[src/rtl/fifo_arb_pkg.sv]
// Shared definitions for the round-robin FIFO write arbiter.
// Holds the FSM state encoding and the index-width helper used by
// both the top level and the round-robin picker.
package fifo_arb_pkg;

  // FSM state encoding; busy is simply (state == ST_BURST).
  localparam logic [0:0] ST_IDLE  = 1'b0;
  localparam logic [0:0] ST_BURST = 1'b1;

  // Width of an index into n items, never less than one bit.
  function automatic int idx_w(input int n);
    int w;
    w = $clog2(n);
    if (w < 1) w = 1;
    return w;
  endfunction

endpackage

[src/rtl/fifo_wr_arbiter_rr_pick.sv]
// Combinational round-robin picker.
// Scans last+1, last+2, ... (mod N_REQ) and reports the first valid
// index. The wrap is explicit so non-power-of-two N_REQ works.
module rr_pick
  import fifo_arb_pkg::*;
#(
  parameter int N_REQ = 4,
  parameter int IDX_W = idx_w(N_REQ)
) (
  input  logic [N_REQ-1:0] valid_i,
  input  logic [IDX_W-1:0] last_i,
  output logic             any_o,
  output logic [IDX_W-1:0] next_o
);

  // Walk the candidates from farthest to nearest so the nearest valid
  // one (highest priority) is written last and wins.
  always_comb begin
    int cand;
    any_o  = 1'b0;
    next_o = '0;
    for (int k = N_REQ; k >= 1; k--) begin
      cand = int'(last_i) + k;
      if (cand >= N_REQ) cand = cand - N_REQ;
      if (valid_i[cand]) begin
        any_o  = 1'b1;
        next_o = IDX_W'(cand);
      end
    end
  end

endmodule

[src/rtl/fifo_wr_arbiter.sv]
// Round-robin write arbiter sharing one FIFO write port among N_REQ
// producers. One producer owns the port for up to BURST_LEN beats;
// a single IDLE cycle separates consecutive grants.
//
// Handshake: a beat transfers on a rising edge when req_valid[i] and
// req_ready[i] are both high. req_ready is only offered to the current
// owner while the FIFO is not full, so fifo_we is never raised while
// fifo_full is set. Producers hold data stable while valid and not ready.
// The FSM state is visible on the busy output (high in BURST).
module fifo_wr_arbiter
  import fifo_arb_pkg::*;
#(
  parameter int N_REQ     = 4,
  parameter int DATA_W    = 8,
  parameter int BURST_LEN = 4
) (
  input  logic                    clk,
  input  logic                    rst,
  input  logic [N_REQ-1:0]        req_valid,
  input  logic [N_REQ*DATA_W-1:0] req_data,
  output logic [N_REQ-1:0]        req_ready,
  input  logic                    fifo_full,
  output logic                    fifo_we,
  output logic [DATA_W-1:0]       fifo_din,
  output logic [N_REQ-1:0]        grant,
  output logic                    busy
);

  localparam int IDX_W = idx_w(N_REQ);
  localparam int CNT_W = $clog2(BURST_LEN + 1);

  localparam logic [IDX_W-1:0] LAST_RST  = IDX_W'(N_REQ - 1);
  localparam logic [CNT_W-1:0] CNT_FINAL = CNT_W'(BURST_LEN - 1);

  logic [0:0]       state_q, state_d;
  logic [N_REQ-1:0] grant_q, grant_d;
  logic [CNT_W-1:0] beat_cnt_q, beat_cnt_d;
  // last_q doubles as the owner index while in BURST.
  logic [IDX_W-1:0] last_q, last_d;

  logic             pick_any;
  logic [IDX_W-1:0] pick_idx;
  logic             owner_valid;
  logic             xfer;

  rr_pick #(
    .N_REQ (N_REQ),
    .IDX_W (IDX_W)
  ) u_rr_pick (
    .valid_i (req_valid),
    .last_i  (last_q),
    .any_o   (pick_any),
    .next_o  (pick_idx)
  );

  assign busy        = (state_q == ST_BURST);
  assign grant       = grant_q;
  assign owner_valid = req_valid[last_q];
  assign xfer        = busy & owner_valid & ~fifo_full;

  // Write port and per-requester accept, all combinational.
  always_comb begin
    int owner;
    owner     = int'(last_q);
    fifo_we   = xfer;
    req_ready = grant_q & {N_REQ{busy & ~fifo_full}};
    fifo_din  = '0;
    if (busy) fifo_din = req_data[owner*DATA_W +: DATA_W];
  end

  // Next-state logic: arbitrate in IDLE, count beats in BURST.
  always_comb begin
    state_d    = state_q;
    grant_d    = grant_q;
    beat_cnt_d = beat_cnt_q;
    last_d     = last_q;
    case (state_q)
      ST_IDLE: begin
        if (pick_any) begin
          state_d    = ST_BURST;
          grant_d    = '0;
          grant_d[pick_idx] = 1'b1;
          last_d     = pick_idx;
          beat_cnt_d = '0;
        end
      end
      ST_BURST: begin
        if (xfer) begin
          beat_cnt_d = beat_cnt_q + 1'b1;
          if (beat_cnt_q == CNT_FINAL) begin
            state_d    = ST_IDLE;
            grant_d    = '0;
            beat_cnt_d = '0;
          end
        end else if (!owner_valid) begin
          // Owner went away: end a partial burst. A full FIFO alone
          // never ends a burst; count and grant simply hold.
          state_d    = ST_IDLE;
          grant_d    = '0;
          beat_cnt_d = '0;
        end
      end
      default: begin
        state_d    = ST_IDLE;
        grant_d    = '0;
        beat_cnt_d = '0;
      end
    endcase
  end

  // State registers with synchronous active-low reset.
  always_ff @(posedge clk) begin
    if (!rst) begin
      state_q    <= ST_IDLE;
      grant_q    <= '0;
      beat_cnt_q <= '0;
      last_q     <= LAST_RST;
    end else begin
      state_q    <= state_d;
      grant_q    <= grant_d;
      beat_cnt_q <= beat_cnt_d;
      last_q     <= last_d;
    end
  end

endmodule

[config.mk]
export PLATFORM = sky130hd
export DESIGN_NAME = fifo_wr_arbiter
export DESIGN_NICKNAME = d
export VERILOG_FILES = /design/src/rtl/fifo_arb_pkg.sv /design/src/rtl/fifo_wr_arbiter_rr_pick.sv /design/src/rtl/fifo_wr_arbiter.sv
export SDC_FILE = /design/constraint.sdc
export NUM_CORES = 1
export LEC_CHECK = 0
export ABC_CLOCK_PERIOD_IN_PS = 1600
export CORE_MARGIN = 1.5
export CORE_UTILIZATION = 32
export CTS_CLUSTER_DIAMETER = 200
export DETAILED_ROUTE_END_ITERATION = 10
export GPL_TIMING_DRIVEN = 0
export PLACE_DENSITY = 0.75
export SYNTH_ARGS = -nofsm -noshare
export SYNTH_HDL_FRONTEND = slang
export SYNTH_SLANG_ARGS = --single-unit
export TNS_END_PERCENT = 1
[constraint.sdc]
create_clock -name clk -period 1.6 [get_ports clk]
set_input_delay 0.32 -clock clk [delete_from_list [all_inputs] [get_ports clk]]
set_output_delay 0.32 -clock clk [all_outputs]
set_load 0.01 [all_outputs]
## Yosys cells after proc, flatten, opt, wreduce, memory -nomap -nowiden

Cells that the tools add are included.

- $add $sub $neg: 9
- $mul: 0
- Divide/modulo/power cells: 0
- $lt $le $gt $ge: 11
- Equal/unequal tests: 4
- Shifts and indexed selects: 1
- Mux-type cells: 44
- Bitwise gates (word level): 6
- Reductions and logical operators: 4

Operators with widths:

| operator | count |
|---|---|
| $ge 32x4->1 const B | 4 |
| $lt 32x4->1 const B | 4 |
| $mux 32 | 4 |
| $sub 32x4->32 const B | 4 |
| $shiftx 32x6->8 | 1 |
| $mux 1 | 18 |
| $mux 4 | 4 |
| $mux 3 | 4 |
| $bmux 1 s2 | 5 |
| $mux 2 | 4 |
| $mux 8 | 1 |
| $pmux 4 s2 | 1 |
| $add 2x2->3 const B | 2 |
| $lt 2x3->1 const B | 2 |
| $pmux 3 s2 | 1 |
| $add 2x3->4 const B | 1 |
| $and 4x4->4 | 1 |
| $reduce_and 2->1 | 2 |
| $add 2x1->3 const B | 1 |
| $add 3x1->3 const B | 1 |
| $and 1x1->1 | 3 |
| $eq 3x2->1 const B | 1 |
| $ne 3x2->1 const B | 1 |
| $ne 3x3->1 const B | 1 |
| other kinds (7) | 8 |

- Bits in registers: 10
- Bits in latches: 0
- Memory bits (writable): 0
- ROM bits: 0
- Input bits: 39
- Output and inout port bits: 18
- Logic and storage cells: 83
- Memories kept: 0

## Logic depth before layout (Yosys ltp)

- Depth after elaboration: 16
- Mapped depth: 6

## By module

Synthesis repeated with hierarchy kept, for this count alone.

- Cell total of the unflattened synthesis: 80
- Area total of the unflattened synthesis: 848.3 um2

By module, submodules not included:

| module | instances | cells each | area an instance (um2) | seq. area each (um2) |
|---|---|---|---|---|
| fifo_wr_arbiter | 1 | 66 | 757.0 | 200.2 |
| rr_pick | 1 | 14 | 91.3 | 0.0 |

## Worst setup path after synthesis

Ideal clock, no wire load.

- Path kind: register -> output
- From: register last_q[0]
- To: output fifo_din[0]
- Arrival time: 1.304 ns
- Required time: 1.280 ns
- Slack: -0.024 ns
- Stages on the path, launching flop included: 4
- Cells stage by stage: dfxtp_1 -> buf_4 -> mux4_2 -> and2_1

- Longest elaborated chain between the ends: 2

Ends and longest elaborated chain:

| item | line | RTL |
|---|---|---|
| start: declaration | fifo_wr_arbiter.sv:39 | `logic [IDX_W-1:0] last_q, last_d;` |
| start signal: assignment | fifo_wr_arbiter.sv:122 | `last_q <= last_d;` |
| $shiftx 32x6->8 | fifo_wr_arbiter.sv:68 | `if (busy) fifo_din = req_data[owner*DATA_W +: DATA_W];` |
| $mux 8 | fifo_wr_arbiter.sv:68 |  |
| end: declaration | fifo_wr_arbiter.sv:24 | `output logic [DATA_W-1:0] fifo_din,` |

Every way passes these cells.

## Worst setup path after layout

- From: register last_q[0]
- To: output fifo_din[4]

The elaborated chain is that of the path after synthesis.

==> out/qor.yml <==
global_routing:
  grt_max_degree: 11
  grt_pass1_wl_mm: 4.153
  grt_pass1_vias: 1001
  grt_usage: 0.1943
  antenna_found_initial: 0
  grt-ovfl-total: 0
die:
  start_util: 0.3389
  die_h_um: 54.22
  dieArea_um2: 2940
  coreArea_um2: 2477
  die_w_um: 54.22
  ios: 57
  num_rows: 18
yosys:
  async_flop_share: 0
  syn_area_um2: 839.6
  synthFlopType: "dfxtp_1"
  synth_edf_count: 0
  synth_area_leaders: "dfxtp_1 24%, mux4_2 21%, and2_1 8.9%, a22oi_1 4.5%, nor2b_1 4.5%"
  synth_top_area_cell: "dfxtp_1"
  synth-seq-cells: 10
  post_synth.cell_area_avg_um2: 9.995
  synth_common_cells: "12 x and2_1, 10 x dfxtp_1, 8 x mux4_2, 6 x nor2b_1"
  syn_inst: 84
  yosysMostFrequentCell: "and2_1"
  synth_nets: 124
  ys_seq_area_frac: 0.2385
  yosysUniqueCellTypes: 33
  synth_top_area_share: 0.2385
  synth_warnings: 0
setup_path:
  cp-start-kind: "register"
  worstPathRequired_ns: 1.28
  cp.arrival_ns: 1.60
  r2r-end: "grant[3]"
  crit_fanout: 6
  ff2ff_path_depth: 7
  critPathKind: "register to output port"
  end_kind: "output port"
  r2r_setup_slack_ns: 0.03
  reg2reg_from: "last_q[0]"
min_path:
  hp-class: "register to register"
  hp-start: "beat_cnt_q[2]"
  min_delay_worst_endpoint: "beat_cnt_q[2]"
  min_path_cells: 2
run:
  drv_cap: 0
layout:
  stdcell_count: 181
  fin_util: 0.6389
  drive_gt1_frac: 0.3709
  nFillCells: 210
  final_area_um2: 1583
  area_growth_pct: 88.52
  seq_area_um2: 206.4
  antenna_cells: 0
  nets: 193
  multi_input_area_um2: 654.4
outcome:
  failed_checks: "negative setup slack"
  status: "finished, violations left"
routing:
  vias: 954
  wirelength_mm: 2.712
  wl_per_cell_um: 14.98
  first_pass_iters: 4
  drc: 0
  drtIter0Drc: 20
  ant_nets: 0
  via_per_inst: 5.271
clock_tree:
  root_buffer: "clkbuf_4"
  clk_latency_ns: 0.26
  numCtsBuffers: 3
  postCtsHoldBufs: 0
  clkTransAtPathRegs_ns: 0.06
  clk_path_buf_depth: 2
  htreeDepth: 1
  cts.sinks: 10
  tritoncts: "built"
timing:
  fin_crit_ns: 1.923
  fmax_mhz: 519.9
  max_slew.worst_pin.slew_ns: 0.3660
  finalHoldViolations: 0
  rsz0062_at_grt: "yes"
  slew_violations: 0
  slew_headroom: 0.7542
  worst_slack_ns: -0.3233
  period_share: 1.202
  setup_violations: 9
  skew_ns: 0.0002670
  finalSetupTns_ns: -2.279
place:
  dp_cells: 170
  place.gp.congestion: 0.7113
  place_area_um2: 1441
  numPortBuffers: 56
  place_hpwl_mm: 2.055
power_and_ir_drop:
  power_w: 0.0009945
  leakagePower_nw: 0.6416
  power_density_nw_per_um2: 628.4
  peakVddDrop_mv: 0.4545
## worst max-delay path, cell delays in order (launching register included)
cell	delay, ns
dfxtp_4	0.35
buf_8	0.12
buf_12	0.11
mux4_2	0.47
and2_4	0.17
buf_6	0.11
## cell usage in the layout (no fill, tap or decap), types with 3 or more instances in the layout
master,instances
nand2_1,5
dfxtp_1,7
buf_4,5
dlygate4sd2_1,5
and2_1,8
a22oi_2,3
nor2b_1,5
clkbuf_4,3
and2_4,5
clkdlybuf4s50_1,38
a21oi_1,3
clkbuf_2,3
buf_2,6
mux4_2,8
buf_6,10
## sequential cells by signal (all words and copies together) (netlist names)
signal and cells:
grant 4, beat_cnt_q 3, last_q 2, busy 1
## layer usage
| layer | wire length (um) | GRT usage | vias up | share of wire |
|---|---|---|---|---|
| met3 | 363 | 0.05191 | 6 | 0.13 |
| met4 | 29 | 0.06667 | 0 | 0.011 |
| met5 | 0 | 0 | - | 0 |
| li1 | - | - | 453 | - |
| met1 | 1048 | 0.2024 | 439 | 0.39 |
| met2 | 1271 | 0.3695 | 56 | 0.47 |
## what timing repair did
item,CTS,global route
resized for setup,72,12
endpoints found under the setup margin,20,19
setup buffers,8,0
pin swaps,7,2
endpoints found under the hold margin,0,0
## worst max path at each step
| stage | from | end | slack (ns) | cells past startpoint |
|---|---|---|---|---|
| detailed placement | req_valid[3] | fifo_we | -0.81 | 5 |
| CTS | last_q[0] | fifo_din[4] | -0.32 | 5 |
| global placement | req_valid[3] | fifo_we | -0.79 | 5 |
| floorplan | last_q[0] | fifo_din[0] | 0.009 | 3 |
| finish | last_q[0] | fifo_din[4] | -0.32 | 5 |
| global route | last_q[0] | fifo_din[4] | -0.38 | 5 |
## layout make-up
| type | instances | share of cell area |
|---|---|---|
| Multi-Input combinational cell | 67 | 0.4134 |
| Timing Repair Buffer | 64 | 0.3794 |
| Sequential cell | 10 | 0.1304 |
| Buffer | 5 | 0.03399 |
| Tap cell | 30 | 0.02372 |
| Clock buffer | 3 | 0.01423 |
| Inverter | 2 | 0.004743 |
## stage by stage
stage                     worst slack (ns)  hold slack [ns]
after global routing               -0.3763           0.4757
after CTS                          -0.3237           0.4495
after global placement             -0.7944           0.4365
after detailed placement           -0.8051           0.4389
after floorplan                   0.009128           0.4069
final                              -0.3233           0.4490
## power by group
group / internal (W) / leakage, nW / switching [W]
Sequential: 0.000269 / 0.0820 / 0.0000138
Clock: 0.0000868 / 0.0138 / 0.0000821
Combinational: 0.000343 / 0.546 / 0.000199
## kinds of logic (layout without fill, tap and decap cells)
logic type / after synthesis / in the layout / share of synthesized area
and+or+nand+nor: 36 / 36 / 0.2742
buffers and inverters: 7 / 74 / 0.04769
adders and majority gates: 1 / 1 / 0.01490
AOI/OAI and AO/OA: 19 / 19 / 0.1654
muxes: 11 / 11 / 0.2593
DFF: 10 / 10 / 0.2384
(Power assumes the default switching activity.)
==> variant: new RTL, config.mk and constraints unchanged <==
`DATA_W`: 8 -> 10.
--- a/src/rtl/fifo_wr_arbiter.sv
+++ b/src/rtl/fifo_wr_arbiter.sv
@@ -12,5 +12,5 @@
 #(
   parameter int N_REQ     = 4,
-  parameter int DATA_W    = 8,
+  parameter int DATA_W    = 10,
   parameter int BURST_LEN = 4
 ) (
Ports: changed (resized fifo_din and req_data); port bits go from 57 to 67. No check against the original RTL was run, so the function may have changed too.
==> variant against the unedited design <==
  * Die area grew 1.8%
  * Cell area rose by 9.6%
  * Synthesized area rose by 1.9%
  * Synthesized cell count rose by 9.5%
  * Sequential cell count is the same
  * Worst setup slack lost 16 ps
  * Routed wire length up 20%
  * Power up 12%
  * Worst hold slack improved by 22 ps
  * Utilization rose by 5.5 points
  * The flow still finishes with violations (negative setup slack)
==> variant: results (changes against the unedited design) <==
CTS resizes 79 (was 72); sequential area share after synthesis 0.234 (was 0.238); setup ws final -340 ps (was -323 ps); failing checks negative setup slack (unchanged); Post-Layout Cell Count 202 (was 181); via count 1067 (was 954); GR Util All Layers 0.214 (was 0.194); placed cells 188 (was 170); Met1 Wirelength 1.14 mm (was 1.05 mm); Worst setup endpoint fifo_din[5] (was fifo_din[4]); hold slack 471 ps (was 449 ps); routed length on met3 361 um (was 363 um); GRT met1 Usage 0.204 (was 0.202); DP Area 0.00156 mm2 (was 0.00144 mm2); P_leak 0.732 nW (was 0.642 nW); Worst Path Arrival 1620 ps (was 1600 ps); grt met2 use 0.425 (was 0.369); PortBufs 66 (was 56); layout cells sized above 1 0.337 (was 0.371); final setup vio count 16 (was 9); GR met3 Demand/Resource 0.0574 (was 0.0519); Fin Setup TNS -4060 ps (was -2280 ps); worst vdd ir 0.608 mV (was 0.455 mV); # Post-CTS Setup Buffers 9 (was 8); status finished with violations (unchanged); Final Net Count 221 (was 193); Mapped Nets 140 (was 124); max incr delay on CP 490 ps (was 470 ps); vias in the first global route 1039 (was 1001); met2 WL 1.68 mm (was 1.27 mm)
## variant: cell types whose count changed after synthesis, sizes merged, moves of 3 or more
cell    change
nand2       +6
o22ai       +6
nor2b       -4
clkbuf      +3
a22oi       -5
mux4        +3
## variant: logic make-up after synthesis
family          count (synthesis)  synth area share
simple gates                   39             0.249
buf+inv                         9            0.0453
compound gates                 21             0.156
fa+ha+maj                       1            0.0146
mux                            12             0.301
flops                          10             0.234
## variant: where the power goes
group | switching, mW | internal, mW | leakage, nW | total (mW)
logic | 0.222 | 0.381 | 0.629 | 0.603
registers | 0.0143 | 0.270 | 0.0822 | 0.284
clock network | 0.0934 | 0.138 | 0.0210 | 0.232
## variant: layout make-up
| cell class | count | area [um2] |
|---|---|---|
| Tap cell | 30 | 37.5 |
| Buffer | 6 | 52.6 |
| Multi-Input combinational cell | 73 | 662 |
| Inverter | 3 | 11.3 |
| Sequential cell | 10 | 205 |
| Fill cell | 201 | 766 |
| Clock buffer | 4 | 36.3 |
| Timing Repair Buffer | 76 | 729 |
